===== config.mk =====
export PLATFORM = sky130hd
export DESIGN_NAME = psu_vector_gen
export DESIGN_NICKNAME = d
export VERILOG_FILES = /design/src/rtl/psu_vector_gen.sv
export SDC_FILE = /design/constraint.sdc
export NUM_CORES = 1
export LEC_CHECK = 0
export CAP_MARGIN = 40
export CORE_UTILIZATION = 56
export CTS_CLUSTER_DIAMETER = 120
export DETAILED_ROUTE_END_ITERATION = 10
export PLACE_DENSITY = 0.84
export SLEW_MARGIN = 10
export SYNTH_ARGS = -nofsm -noshare
export SYNTH_HDL_FRONTEND = slang
export SYNTH_SLANG_ARGS = --single-unit
export TNS_END_PERCENT = 10

===== constraint.sdc =====
create_clock -name clk -period 4.4 [get_ports clk]
set_input_delay 0.44 -clock clk [delete_from_list [all_inputs] [get_ports clk]]
set_output_delay 0.44 -clock clk [all_outputs]
set_load 0.02 [all_outputs]

===== src/rtl/psu_vector_gen.sv =====
// Stimulus source for the PSU code-word checker: bursts of LFSR words followed by two directed match words.
// Optional feature: define PSU_GEN_LOOP_EN to repeat bursts back-to-back until reset.
module psu_vector_gen #(
   parameter int                WIDTH      = 19,
   parameter int                NUM_RANDOM = 10,
   parameter logic [WIDTH-1:0]  SEED       = 19'h00001,
   parameter logic [WIDTH-1:0]  PAT0       = 19'b0000001010101111100,
   parameter logic [WIDTH-1:0]  PAT1       = 19'b0010010011011101000
) (
   input  logic             clk,
   input  logic             rst,
   input  logic             start,
   output logic [WIDTH-1:0] M,
   output logic             m_valid,
   input  logic             m_ready,
   output logic             match_exp,
   output logic             busy,
   output logic             done,
   output logic [10:0]      vec_count
);

   typedef enum logic [2:0] {
      IDLE,
      RAND,
      DIR0,
      DIR1,
      DONE
   } state_t;

   localparam logic [9:0]  RAND_LAST = 10'(NUM_RANDOM - 1);
   localparam logic [10:0] COUNT_MAX = 11'h7FF;

   state_t           state;
   state_t           state_next;
   logic [WIDTH-1:0] lfsr;
   logic [WIDTH-1:0] lfsr_next;
   logic [9:0]       rand_cnt;
   logic [9:0]       rand_cnt_next;
   logic [10:0]      vec_count_next;
   logic             accept;
   logic             feedback;

   // Polynomial x^19+x^18+x^17+x^14+1, shifting toward the MSB.
   assign feedback = lfsr[18] ^ lfsr[17] ^ lfsr[16] ^ lfsr[13];
   assign accept   = m_valid && m_ready;

   always_ff @(posedge clk) begin
      if (rst) begin
         state     <= IDLE;
         lfsr      <= SEED;
         rand_cnt  <= '0;
         vec_count <= '0;
      end else begin
         state     <= state_next;
         lfsr      <= lfsr_next;
         rand_cnt  <= rand_cnt_next;
         vec_count <= vec_count_next;
      end
   end

   always_comb begin
      state_next     = state;
      lfsr_next      = lfsr;
      rand_cnt_next  = rand_cnt;
      vec_count_next = vec_count;

      if (accept && (vec_count != COUNT_MAX)) begin
         vec_count_next = vec_count + 11'd1;
      end

      case (state)
         IDLE, DONE: begin
            if (start) begin
               state_next     = RAND;
               lfsr_next      = SEED;
               rand_cnt_next  = '0;
               vec_count_next = '0;
            end
         end
         RAND: begin
            if (accept) begin
               lfsr_next = {lfsr[WIDTH-2:0], feedback};
               if (rand_cnt == RAND_LAST) begin
                  state_next    = DIR0;
                  rand_cnt_next = '0;
               end else begin
                  rand_cnt_next = rand_cnt + 10'd1;
               end
            end
         end
         DIR0: begin
            if (accept) begin
               state_next = DIR1;
            end
         end
         DIR1: begin
            if (accept) begin
`ifdef PSU_GEN_LOOP_EN
               // The LFSR keeps running so each loop continues the sequence.
               state_next     = RAND;
               rand_cnt_next  = '0;
               vec_count_next = '0;
`else
               state_next = DONE;
`endif
            end
         end
         default: begin
            state_next = IDLE;
         end
      endcase
   end

   always_comb begin
      M         = '0;
      m_valid   = 1'b0;
      match_exp = 1'b0;
      busy      = 1'b0;
      done      = 1'b0;

      case (state)
         RAND: begin
            M       = lfsr;
            m_valid = 1'b1;
            busy    = 1'b1;
         end
         DIR0: begin
            M         = PAT0;
            m_valid   = 1'b1;
            match_exp = 1'b1;
            busy      = 1'b1;
         end
         DIR1: begin
            M         = PAT1;
            m_valid   = 1'b1;
            match_exp = 1'b1;
            busy      = 1'b1;
         end
         DONE: begin
            done = 1'b1;
         end
         default: begin
            M = '0;
         end
      endcase
   end

endmodule


Yosys cells after proc, flatten, opt, wreduce, memory -nomap -nowiden. Index checks and enable logic that the tools add are counted.

$add $sub $neg: 2. Equal/unequal tests: 11. Multiplexer cells: 20. Bitwise operators: 3. Reduce and logical (&&, ||, !) cells: 9.

Operators with widths (count): case mux 19 bit (3 select lines) (1); two-way mux 19 bit (2); case mux 19 bit (2 select lines) (1); two-way mux 11 bit (3); two-way mux 10 bit (3); case mux 10 bit (2 select lines) (1); two-way mux 3 bit (5); case mux 3 bit (4 select lines) (1); adder 11 x 1 -> 11 bit (second input constant) (1); inequality test 11 bit (second input constant) (1); adder 10 x 1 -> 10 bit (second input constant) (1); == test 10 x 4 -> 1 bit (second input constant) (1); inequality test 2 bit (second input constant) (5); == test 3 x 2 -> 1 bit (second input constant) (2); AND reduction 5 bit (1); OR reduction 2 bit (2); == test 3 x 1 -> 1 bit (second input constant) (1); == test 3 bit (second input constant) (1); logical NOT 3 bit (1); two-way mux 1 bit (3); AND reduction 3 bit (1); OR reduction 3 bit (1); XOR 1 bit (3); logical AND 1 bit (2); nonzero test 2 bit (1).

Bits in registers: 43. Bits of input ports: 4. Word-level logic and storage cells: 49.

Depth between registers and ports, before layout.
Depth in word-level cells: 8. Mapped depth: 7. Gate-level depth less buffers: 6.

Worst setup path before layout. No wires, ideal clock.

Path type: register -> register. Start point: reg rand_cnt[0]. End point: reg rand_cnt[1]. Setup time: 0.129 ns. Data arrival time: 1.658 ns. Required time: 4.271 ns. Slack: 2.613 ns. Stages on the path, launching flop included: 6. Buffers on the path: 0. Clock period less this slack: 1.787 ns. Cell sequence: dfxtp_1 -> ha_1 -> or4b_1 -> o41a_1 -> o21ai_4 -> a211oi_1.

Longest elaborated chain between the ends: 4.

RTL lines: from (decl) (RTL line 37) `logic [9:0] rand_cnt;`; from (signal assigned) (RTL line 56) `rand_cnt <= rand_cnt_next;`; adder 10 x 1 -> 10 bit or == test 10 x 4 -> 1 bit (tied branches) (RTL line 87, 83); two-way mux 10 bit * (RTL line 83) `if (rand_cnt == RAND_LAST) begin`; two-way mux 10 bit * (RTL line 81) `if (accept) begin`; case mux 10 bit (2 select lines) * (RTL line 71) `case (state)`.

Mark *: on every way between the ends. The rest lies on a longest branch, timed or not. The select of a mux whose other input is x is not followed. A chain may end at the register's enable or synchronous reset.

Final worst setup path.
Start point: reg state[0]. End point: out M[17].

Longest elaborated chain between the ends: 2.

RTL lines: from (decl) (RTL line 33) `state_t state;`; from (signal assigned) (RTL line 54) `state <= state_next;`; == test 3 x 2 -> 1 bit or == test 3 x 1 -> 1 bit (tied branches) (RTL line 121) `case (state)`; case mux 19 bit (3 select lines) * (RTL line 121); to (decl) (RTL line 13) `output logic [WIDTH-1:0] M,`.

Mark *: on every way between the ends. The rest lies on a longest branch, timed or not.

==> run summary <==
status = complete, no violations
post-CTS sizing = 0
clock share of power = 0.260
gr ovfl total = 0
worst min path class = reg2reg
CP Data Arrival Time = 2190 ps
number of flops mapped to enable cells by yosys = 0
Final setup viols = 0
die area = 0.00401 mm^2
DP Area = 0.00248 mm^2
largest cells by area after synthesis = dfxtp_1 (41%), nor2_1 (7.1%), a22oi_1 (6.4%)
Avg Synthesized Cell Area = 8.53 um^2
worst slew pin tran = 792 ps
Gate power share = 0.279
top-count cell post-synth = dfxtp_1
Sw Ratio = 0.336
Max Buffers Root-to-Sink = 2
Initial DRC Count = 158
CP Launch Type = register
Setup Skew = 6.71 ps
TritonCTS Buffers = 5
R2R cell count = 5
max-cap violations = 0
vias in the first global route = 1758
CTS Sinks = 43
setup slack after layout = 1770 ps
Power Internal = 619 uW
Max Transition Viols Final = 0
drt pass-1 iters = 4
die height = 63.3 um
Critical Path RT = 3960 ps
H-tree levels = 2
Post-Syn Nets = 254
fin crit period = 2630 ps
Seq/Total Area, Yosys = 0.409
Mapped Cells = 247
WS Path Type = reg2out
Die Span X = 63.3 um
Post-CTS Setup Bufs = 0
Core Region = 0.00347 mm^2
Worst Setup End Kind = output port
hold depth = 2
fmax = 381 MHz
Cell Pwr Density = 364 mW/mm^2
post-route ant nets = 0
post-synth top area cell = dfxtp_1
crit share post-route = 0.597
setup TNS = 0 ps
share of the synthesized area in the top cell type = 0.409
first-pass GRT wire length = 7.94 mm
main flop type after synthesis = dfxtp_1
IO Count = 38
hold buffers post-CTS = 0
Yosys cell types = 49
Starting Density = 0.607
GRT Total Usage = 0.252
Synth Register Bits = 43
RSZ-0062 raised after global routing = no
area of the mapped netlist = 0.00211 mm^2
total of warnings raised by yosys = 0
Final Hold Viols = 0
worst slack, placed = 1880 ps
Clk Latency, worst-skew pair = 300 ps
slew margin rel. = 0.470
FP Rows = 21
largest net degree at the start of global routing = 23
CP max FO = 16
Lkg Pwr = 0.869 nW
DRC Markers = 0
Clock transition at path regs = 80 ps
initial antenna violation count = 0
layout cells sized above 1 = 0.0536
post-route cell area = 0.00256 mm^2
via count = 1931
drt wl/cell = 14.5 um
Net Sw Power = 312 uW
post-DP HPWL = 3.21 mm
Port Buffers = 37
FFs w/ async S/R, synth = 0
Layout area overhead = 21.6%
commonest cells in the netlist = dfxtp_1 (43), nor2_1 (40), a21oi_1 (18), a22oi_1 (18), nand2_1 (15)
ANT cells = 0
Flop pwr share = 0.461
vias per inst = 5.92
CTS tree = done
routability cong. = 0.832
VDD IR-drop max = 0.259 mV
Root Buffer Master = clkbuf_8
final-stage net count = 286
final WL = 4.72 mm
logic make-up after synthesis:
logic type,share of synthesized area
xor+xnor,0.0416
buf+inv,0.0452
simple gates,0.257
compound gates,0.229
flops,0.409
fa+ha+maj,0.0178
flip-flops by register name, indices dropped and copies added (netlist names):
signal	count
lfsr	19
vec_count	11
rand_cnt	10
state	3
cell type report:
class	instances	area, um^2
multi-input combinational	183	1150
tap	46	57.6
clock inverter	1	5.00
clock buffer	7	76.3
sequential	43	861
fill	268	907
timing repair buffer	39	385
inverter	7	26.3
through the flow:
stage          hold WS (ps)  cells   util  power [mW]
2_1_floorplan           442    247      -       0.615
3_3_place_gp            462    318  0.715       0.691
3_5_place_dp            486    318  0.715       0.695
4_1_cts                 499    326  0.738       0.936
5_1_grt                 530    326  0.738       0.979
6_report                502    326  0.738       0.931
worst max-delay path, cell delays in order (launching register included):
cell	delay, ps
dfxtp_1	620
nor3b_1	290
buf_4	220
and2_1	150
clkdlybuf4s50_1	600
layer usage:
layer	part of all wire	wire, um	global-route usage	vias up
met1	0.48	2250	0.324	898
met4	0.017	80	0.114	0
met5	0	0	0	-
met3	0.065	307	0.0670	7
met2	0.44	2090	0.392	66
li1	-	-	-	960
power groups by stage:
| stage | clock (mW) | sequential (mW) | combinational, mW |
|---|---|---|---|
| floorplan | 0 | 0.423 | 0.191 |
| global placement | 0 | 0.437 | 0.255 |
| detailed placement | 0 | 0.438 | 0.257 |
| CTS | 0.248 | 0.429 | 0.259 |
| global route | 0.262 | 0.434 | 0.282 |
| finish | 0.242 | 0.429 | 0.260 |
cell usage in the layout (no fill, tap or decap), types with 2 or more instances in the layout:
cell type,n
and3_1,2
nor2b_1,2
o41a_1,2
clkbuf_1,2
nand2_1,15
nor3b_1,2
clkbuf_8,5
nand4_1,4
a211oi_1,5
or4_1,5
clkdlybuf4s50_1,37
a21o_1,4
ha_1,3
o2111ai_1,2
buf_4,2
a22oi_1,18
o31ai_1,5
nand3_1,4
dfxtp_1,43
a21oi_1,18
inv_1,7
or3_1,2
or4b_1,2
nand2b_1,2
nor3_1,3
o21ai_0,3
xnor2_1,7
nand4b_1,2
xor2_1,3
nor2_1,40
and2_1,10
nor3b_2,2
path summary, 6_finish.rpt:
| check | startpoint | to | slack [ps] |
|---|---|---|---|
| setup reg to reg | state[0] | rand_cnt[9] | 2270 |
| hold / removal | vec_count[8] | vec_count[8] | 500 |
| setup / recovery | state[0] | M[17] | 1770 |
| hold reg to reg | vec_count[8] | vec_count[8] | 500 |
(Power assumes the default switching activity.)
